[src/rtl/branch_resolve_pkg.sv]
// Shared constants and state type for the execute-stage branch resolver.
// Used by branch_resolve and branch_taken_decode.
package branch_resolve_pkg;

  localparam logic [6:0] OPCODE_BRANCH = 7'b1100011;
  localparam logic [6:0] OPCODE_JAL    = 7'b1101111;
  localparam logic [6:0] OPCODE_JALR   = 7'b1100111;

  localparam logic [2:0] F3_BEQ  = 3'b000;
  localparam logic [2:0] F3_BNE  = 3'b001;
  localparam logic [2:0] F3_BLT  = 3'b100;
  localparam logic [2:0] F3_BGE  = 3'b101;
  localparam logic [2:0] F3_BLTU = 3'b110;
  localparam logic [2:0] F3_BGEU = 3'b111;

  typedef enum logic [1:0] {
    IDLE     = 2'd0,
    REDIRECT = 2'd1,
    SQUASH   = 2'd2
  } br_state_e;

endpackage

[src/rtl/branch_taken_decode.sv]
// Combinational taken decision from opcode/funct3 and comparator flags.
// Kept standalone so a later predictor can reuse the same resolution rules.
module branch_taken_decode
  import branch_resolve_pkg::*;
(
  input  logic [6:0] opcode,
  input  logic [2:0] funct3,
  input  logic       breq,
  input  logic       brlt,
  output logic       taken
);

  always_comb begin
    taken = 1'b0;
    case (opcode)
      OPCODE_BRANCH: begin
        case (funct3)
          F3_BEQ:           taken = breq;
          F3_BNE:           taken = ~breq;
          F3_BLT, F3_BLTU:  taken = brlt;
          F3_BGE, F3_BGEU:  taken = ~brlt;
          default:          taken = 1'b0;
        endcase
      end
      OPCODE_JAL, OPCODE_JALR: taken = 1'b1;
      default: taken = 1'b0;
    endcase
  end

endmodule

[src/rtl/branch_resolve.sv]
// Resolves control transfers at execute, issues PC redirects and IF/ID flushes.
// Optional BRANCH_STATS_EN adds saturating branch/taken/misalign counters.
//
// state    | meaning
// IDLE     | accepting execute instrs
// REDIRECT | redirect_valid_o held until fetch accepts; flush asserted
// SQUASH   | flush held FLUSH_CYCLES cycles after redirect accepted
module branch_resolve
  import branch_resolve_pkg::*;
#(
  parameter int DWIDTH       = 32,
  parameter int FLUSH_CYCLES = 2
) (
  input  logic              clk,
  input  logic              reset,
  input  logic              ex_valid_i,
  output logic              ex_ready_o,
  input  logic [6:0]        opcode_i,
  input  logic [2:0]        funct3_i,
  input  logic              breq_i,
  input  logic              brlt_i,
  input  logic [DWIDTH-1:0] pc_i,
  input  logic [DWIDTH-1:0] rs1_i,
  input  logic [DWIDTH-1:0] imm_i,
  output logic              redirect_valid_o,
  input  logic              redirect_ready_i,
  output logic [DWIDTH-1:0] redirect_pc_o,
  output logic              flush_o,
  output logic              misalign_o
`ifdef BRANCH_STATS_EN
  ,
  output logic [31:0]       stat_branches_o,
  output logic [31:0]       stat_taken_o,
  output logic [31:0]       stat_misalign_o
`endif
);

  localparam logic [3:0] CNT_INIT = 4'(FLUSH_CYCLES - 1);

  br_state_e         state_q, state_d;
  logic [3:0]        cnt_q, cnt_d;
  logic [DWIDTH-1:0] pc_q, pc_d;
  logic              mis_q, mis_d;
  logic              taken;
  logic              accept;
  logic              is_jalr;
  logic [DWIDTH-1:0] sum;
  logic [DWIDTH-1:0] target;

  branch_taken_decode u_decode (
    .opcode (opcode_i),
    .funct3 (funct3_i),
    .breq   (breq_i),
    .brlt   (brlt_i),
    .taken  (taken)
  );

  assign accept  = ex_valid_i & ex_ready_o;
  assign is_jalr = (opcode_i == OPCODE_JALR);
  assign sum     = (is_jalr ? rs1_i : pc_i) + imm_i;
  assign target  = is_jalr ? {sum[DWIDTH-1:1], 1'b0} : sum;

  always_ff @(posedge clk) begin
    if (reset) begin
      state_q <= IDLE;
      cnt_q   <= '0;
      pc_q    <= '0;
      mis_q   <= 1'b0;
    end else begin
      state_q <= state_d;
      cnt_q   <= cnt_d;
      pc_q    <= pc_d;
      mis_q   <= mis_d;
    end
  end

  always_comb begin
    state_d = state_q;
    cnt_d   = cnt_q;
    pc_d    = pc_q;
    mis_d   = 1'b0;
    case (state_q)
      IDLE: begin
        if (accept && taken) begin
          state_d = REDIRECT;
          pc_d    = target;
          mis_d   = target[1];
        end
      end
      REDIRECT: begin
        if (redirect_ready_i) begin
          state_d = SQUASH;
          cnt_d   = CNT_INIT;
        end
      end
      SQUASH: begin
        if (cnt_q == 4'd0) state_d = IDLE;
        else               cnt_d   = cnt_q - 4'd1;
      end
      default: state_d = IDLE;
    endcase
  end

  assign ex_ready_o       = (state_q == IDLE);
  assign redirect_valid_o = (state_q == REDIRECT);
  assign flush_o          = (state_q == REDIRECT) || (state_q == SQUASH);
  assign redirect_pc_o    = pc_q;
  assign misalign_o       = mis_q;

`ifdef BRANCH_STATS_EN
  logic is_ctrl;
  assign is_ctrl = (opcode_i == OPCODE_BRANCH) || (opcode_i == OPCODE_JAL) ||
                   (opcode_i == OPCODE_JALR);

  // Counters stick at all-ones rather than wrapping.
  always_ff @(posedge clk) begin
    if (reset) begin
      stat_branches_o <= '0;
      stat_taken_o    <= '0;
      stat_misalign_o <= '0;
    end else begin
      if (accept && is_ctrl && (stat_branches_o != '1))
        stat_branches_o <= stat_branches_o + 32'd1;
      if (accept && taken && (stat_taken_o != '1))
        stat_taken_o <= stat_taken_o + 32'd1;
      if (misalign_o && (stat_misalign_o != '1))
        stat_misalign_o <= stat_misalign_o + 32'd1;
    end
  end
`endif

endmodule

[config.mk]
export PLATFORM = sky130hd
export DESIGN_NAME = branch_resolve
export DESIGN_NICKNAME = d
export VERILOG_FILES = /design/src/rtl/branch_resolve_pkg.sv /design/src/rtl/branch_taken_decode.sv /design/src/rtl/branch_resolve.sv
export SDC_FILE = /design/constraint.sdc
export NUM_CORES = 1
export LEC_CHECK = 0
export ABC_AREA = 1
export BUFFER_PORTS_ARGS = -buffer_cell sky130_fd_sc_hd__clkbuf_2
export CORE_MARGIN = 2
export CORE_UTILIZATION = 40
export DETAILED_ROUTE_END_ITERATION = 7
export PLACE_DENSITY_LB_ADDON = 0.3
export SETUP_SLACK_MARGIN = 0.1
export SLEW_MARGIN = 40
export SYNTH_ARGS = -nofsm -noshare
export SYNTH_HDL_FRONTEND = slang
export SYNTH_HIERARCHICAL = 1
export SYNTH_SLANG_ARGS = --single-unit
[constraint.sdc]
create_clock -name clk -period 2.5 [get_ports clk]
set_input_delay 0.25 -clock clk [delete_from_list [all_inputs] [get_ports clk]]
set_output_delay 0.25 -clock clk [all_outputs]
set_load 0.005 [all_outputs]
=== Word level (Yosys, flattened, before mapping) ===
Cells that the tools add are included.

* Register bits after elaboration: 39
* Latch bits: 0
* Memory bits (writable): 0
* Bits in read-only memories: 0
* Input port bits: 112
* Word-level logic and storage cells: 49
* Memories: 0

* Add/sub/neg operators: 2
* $mul: 0
* Divide/modulo/power cells: 0
* $lt $le $gt $ge: 0
* Eq/ne operators: 14
* Shift operators: 0
* Muxes and demuxes: 11
* Bitwise operators: 5
* Reduce and logical (&&, ||, !) cells: 13

{| class="wikitable"
|+ Operators by type and width
! operator !! number
|-
| $add A32 B32 Y32 || 1
|-
| $mux W32 || 1
|-
| $eq A7 B7 Y1 const B || 3
|-
| $eq A3 B3 Y1 const B || 4
|-
| $mux W4 || 2
|-
| $pmux W4 S2 || 1
|-
| $mux W2 || 3
|-
| $pmux W2 S3 || 1
|-
| $reduce_and A3 Y1 || 2
|-
| $reduce_or A2 Y1 || 3
|-
| $logic_not A4 Y1 || 1
|-
| $ne A2 B1 Y1 const B || 2
|-
| $ne A2 B2 Y1 const B || 2
|-
| $not A1 Y1 || 4
|-
| $pmux W1 S4 || 1
|-
| $sub A4 B1 Y4 const B || 1
|-
| $eq A3 B1 Y1 const B || 1
|-
| $logic_not A3 Y1 || 1
|-
| $reduce_or A3 Y1 || 1
|-
| $eq A2 B1 Y1 const B || 1
|-
| $eq A2 B2 Y1 const B || 1
|-
| $logic_not A2 Y1 || 1
|-
| $pmux W1 S2 || 1
|-
| $reduce_and A2 Y1 || 1
|-
| other kinds (5) || 5
|}

=== Longest topological paths before layout ===
* Depth after elaboration: 7
* Gate-level depth with buffers: 19
* Gate-level depth less buffers: 18

=== By module ===
Netlist, hierarchy kept.

{| class="wikitable"
|+ By module, submodules not included
! module !! times used !! cells each !! area each (sq um) !! sequential area each (sq um)
|-
| branch_resolve || 1 || 750 || 4,508.1 || 780.7
|-
| branch_taken_decode || 1 || 29 || 130.1 || 0.0
|}

=== Worst setup path before layout ===
No wires, ideal clock.

* Kind: input-to-reg
* From: in opcode_i[4]
* To: reg pc_q[16], in the netlist redirect_pc_o[16]
* Data arrival time: 2,341 ps
* Data required time: 2,391 ps
* Setup slack: 50 ps
* Cell stages on the path: 17
* Path buffers: 1
* Path through: nor3b_2 -> nand2_1 -> buf_2 -> mux2_2 -> ha_1 -> inv_1 -> fa_1 -> inv_1 -> nand3_1 -> nand3_1 -> nand2_1 -> a21oi_1 -> nor2_1 -> nand2_1 -> nand3_1 -> nand2_1 -> inv_1

* Longest elaborated chain between the ends: 5

{| class="wikitable"
|+ Ends and longest elaborated chain
! item !! line !! source
|-
| from (decl) || branch_resolve.sv:18 || <nowiki>input logic [6:0] opcode_i,</nowiki>
|-
| branches (longest 5 deep; another with $add A32 B32 Y32) || n/a ||
|-
| to (signal assigned) || branch_resolve.sv:72 || <nowiki>pc_q <= pc_d;</nowiki>
|-
| to (decl) || branch_resolve.sv:42 || <nowiki>logic [DWIDTH-1:0] pc_q, pc_d;</nowiki>
|}

Several ways; the timed one is not identified.
A chain may end at the register's enable or synchronous reset.

=== Worst setup path after layout ===
* From: in opcode_i[3]
* To: reg pc_q[22], in the netlist redirect_pc_o[22]

Same word-level chain as after synthesis.

==> summary.md <==
| Metric | Value |
|---|---|
| Outcome | `finished, final reports clean` |
| Num Clock Sinks | `39` |
| RSZ-0062 raised after global routing | `true` |
| FILL cells | `~1200` |
| Global-route wire length before repair | `~22000 um` |
| Clock network latency to the later pin of the worst-skew pair | `about 0.28 ns` |
| R2r worst-path depth | `8` |
| Vias in the first global route | `~5000` |
| Worst Hold End | `misalign_o` |
| Critical path, cell by cell | `clkbuf_2 > nor3b_4 > nand2_2 > buf_12 > buf_4 > mux2_2 > ha_4 > nand2_2 > inv_1 > nand2_2 > nor3_2 > nand2_1 > nand2_2 > nand2_1 > nand3_1 > nand3_1 > nand2_1 > inv_1` |
| Multi-input combinational cell area | `between 0.003 and 0.004 mm2` |
| RR Endpoint | `cnt_q[0]` |
| Leakage | `3.79 nW` |
| Max FO, Critical Path | `29` |
| Layout net count | `around 1100` |
| Reg clk slew, reported paths | `about 0.060 ns` |
| Post-route clock period utilization | `roughly 94%` |
| Top Ports | `~150` |
| Core area | `around 0.011 mm2` |
| Largest net degree at the start of global routing | `30` |
| Residual overflow from global routing | `0` |
| Register bit total from synthesis | `39` |
| Pins over their slew limit | `0` |
| Vias/cell | `between 4 and 5` |
| Cell Area, Synth | `0.00464 mm2` |
| Start point of the worst min-delay path | `reset` |
| Number of remaining DRC errors | `0` |
| Critical Path Source Type | `input port` |
| Slowest CP cell | `ha_4` |
| Storage cell area | `around 780 um2` |
| Syn_nets | `between 900 and 1000` |
| Non-Filler Instances | `roughly 1100` |
| H-Tree Depth | `2` |
| Net Sw Power | `between 0.9 and 1 mW` |
| Max clock buf depth | `2` |
| Initial antenna violation count | `0` |
| Post-route ant nets | `0` |
| Worst hold-check path type | `input port to flip-flop` |
| Avg WL per Cell | `around 12 um` |
| DP Cell Count | `about 1100` |
| Worst-Margin Slew | `between 0.5 and 0.6 ns` |
| Critical Path Start | `opcode_i[3]` |
| Hold WS | `approximately 0.19 ns` |
| Design area | `0.00651 mm2` |
| Row Count | `39` |
| Hold path cells | `2` |
| Total Routing Usage GR | `a little over a fifth` |
| Most frequent cells in the layout | `236 x nand2_1, 163 x inv_1, 147 x clkbuf_2` |
| I/O Buffers | `147` |
| Worst Path Arrival | `approximately 2.5 ns` |
| Netlist cell types | `38` |
| Post-synthesis sequential area ratio | `between 10% and 20%` |
| Comb pwr share | `48.6%` |
| Largest family of logic cells by synthesized area | `simple AND/OR/NAND/NOR gates` |
| Required time worst endpoint | `2.68 ns` |
| GPL Wtd Cong | `0.886` |
| HPWL Detailed | `around 11000 um` |
| Drt total wl | `~14000 um` |
| Sequential share of power | `between 20% and 30%` |
| Max_cap viols | `0` |
| Max stage delay on crit path | `slightly below 0.3 ns` |
| F_max | `around 0.43 GHz` |
| CP Class | `input port to flip-flop` |
| Die Ht | `between 100 and 150 um` |
| Slack of the worst reg-to-reg path | `~0.87 ns` |
| Switching fraction of total power | `37.6%` |
| Initial DRC count | `approximately 250` |
| Max IR drop VDD | `about 0.00027 V` |
| Mux share of post-synthesis cell area | `between 7 and 8%` |
| Synth Instances | `approximately 780` |
| Commonest non-fill, non-tap cell in the layout | `nand2_1` |
| Cell Area, Placed | `between 0.005 and 0.006 mm2` |
| Setup violators final | `0` |
| Final Hold Viols | `0` |
| CTS tree | `built` |
| Tmin final | `about 2.3 ns` |
| Post-synthesis simple-gate area fraction | `a little over a third` |
| Setup crit end kind | `flip-flop` |
| Xor and xnor area share after synthesis | `about 2.6%` |
| Die area | `around 0.012 mm2` |
| Clk pwr share | `around 24%` |
| CTS buffer count | `5` |
| Yosys warnings | `6` |
| Compound-cell area share of the yosys netlist | `between 10% and 20%` |
| Final setup margin | `between 0.15 and 0.2 ns` |
| Initial Util | `approximately 40%` |
| Post-synthesis adder-cell area fraction | `10.7%` |
| Ant diodes | `0` |
| Routed vias | `approximately 5300` |
| Avg Cell Area, Syn | `about 6.0 um2` |
| RR Startpoint | `state_q[0]` |
| Die width | `around 110 um` |
| Relative slew slack | `around 64%` |
| CP most frequent cell | `nand2_2` |
| Clock Skew | `0.00190 ns` |
| Root Buffer | `clkbuf_16` |
| Area Overhead vs Synth | `40.3%` |
| PwrDens | `between 300 and 400 mW/mm2` |
| Pint | `~1.6 mW` |
| Dpl ws | `-0.209 ns` |
| Drt pass-1 iters | `5` |
| Layout cells sized above 1 | `a little over a third` |
==> worst max path at each step <==
stage	endpoint	slack (ns)	depth (start not counted)
after floorplan	redirect_pc_o[24]	0.12	17
final	redirect_pc_o[22]	0.15	18
after global routing	redirect_pc_o[22]	0.002	18
after CTS	redirect_pc_o[22]	0.09	19
after detailed placement	redirect_pc_o[22]	-0.21	19
after global placement	redirect_pc_o[22]	-0.18	19
==> power by group through the flow <==
| stage | Sequential, mW | Combinational, mW | Clock, mW |
|---|---|---|---|
| 6_report | 0.691 | 1.24 | 0.617 |
| 5_1_grt | 0.696 | 1.39 | 0.660 |
| 4_1_cts | 0.691 | 1.14 | 0.627 |
| 3_5_place_dp | 0.703 | 1.13 | 0 |
| 3_3_place_gp | 0.702 | 1.12 | 0 |
| 2_1_floorplan | 0.698 | 0.712 | 0 |
==> critical path: cells and delay by family <==
| kind | cells | cell delay, ns |
|---|---|---|
| AND/OR/NAND/NOR | 11 | 1.14 |
| buffers and inverters | 5 | 0.54 |
| adder cells (fa/ha/maj) | 1 | 0.29 |
| multiplexers | 1 | 0.28 |
==> registers in the layout, summed over array words and instances (netlist names) <==
register and cells:
redirect_pc_o 32, misalign_o 1, cnt_q 4, state_q 2
==> per-layer routing <==
metal / vias to the layer above / part of all wire (%) / track usage [%] / wire length, um
met5: - / 0 / 0 / 0
met4: 0 / 3.2 / 8.31 / 427
met3: 20 / 4.5 / 2.99 / 610
met2: 147 / 48 / 37.9 / 6540
met1: 2310 / 44 / 26.1 / 5940
li1: 2813 / - / - / -
==> per-stage QoR <==
step	total power [mW]	TNS [ns]	utilization, %
after floorplan	1.41	0	-
after global placement	1.82	-2.14	52.6
after detailed placement	1.83	-2.90	52.6
after CTS	2.45	0	53.9
after global routing	2.75	0	57.2
final	2.55	0	57.2
==> cell families after synthesis <==
| group | after synthesis |
|---|---|
| fa+ha+maj | 39 |
| flops | 39 |
| xor+xnor | 14 |
| compound gates | 91 |
| mux | 30 |
| simple gates | 384 |
| buf+inv | 182 |
==> cells in the mapped netlist (all sizes together) <==
master	instances	area, um2
a21o	1	7.51
o22ai	1	6.26
nand2	264	1020
nor2	55	229
dfxtp	39	781
xnor2	1	8.76
clkbuf	6	22.5
ha	38	475
a31oi	2	12.5
xor2	13	114
and2	1	6.26
fa	1	20.0
o21a	14	105
a21oi	29	156
nand3	50	280
buf	6	32.5
nand4	5	31.3
mux2	30	338
o21ai	22	110
or2	1	6.26
inv	170	638
o211ai	1	7.51
nand3b	1	7.51
o21bai	19	146
nor3	6	40.0
nor3b	1	12.5
a211oi	2	20.0
==> final cells by class <==
class                           instances  area share [%]
Multi-Input combinational cell        558            54.6
Sequential cell                        39            12.0
Inverter                              170            9.81
Clock buffer                            6            1.98
Clock inverter                          2           0.192
Tap cell                              143            2.75
Timing Repair Buffer                  209            18.7
==> timing repair <==
action	CTS	global route
setup endpoints to repair	3	27
hold buffers	0	0
pin swaps	1	1
setup buffers	1	0
gates resized for setup	0	71
Note: power is estimated with default switching activity, not from simulation.
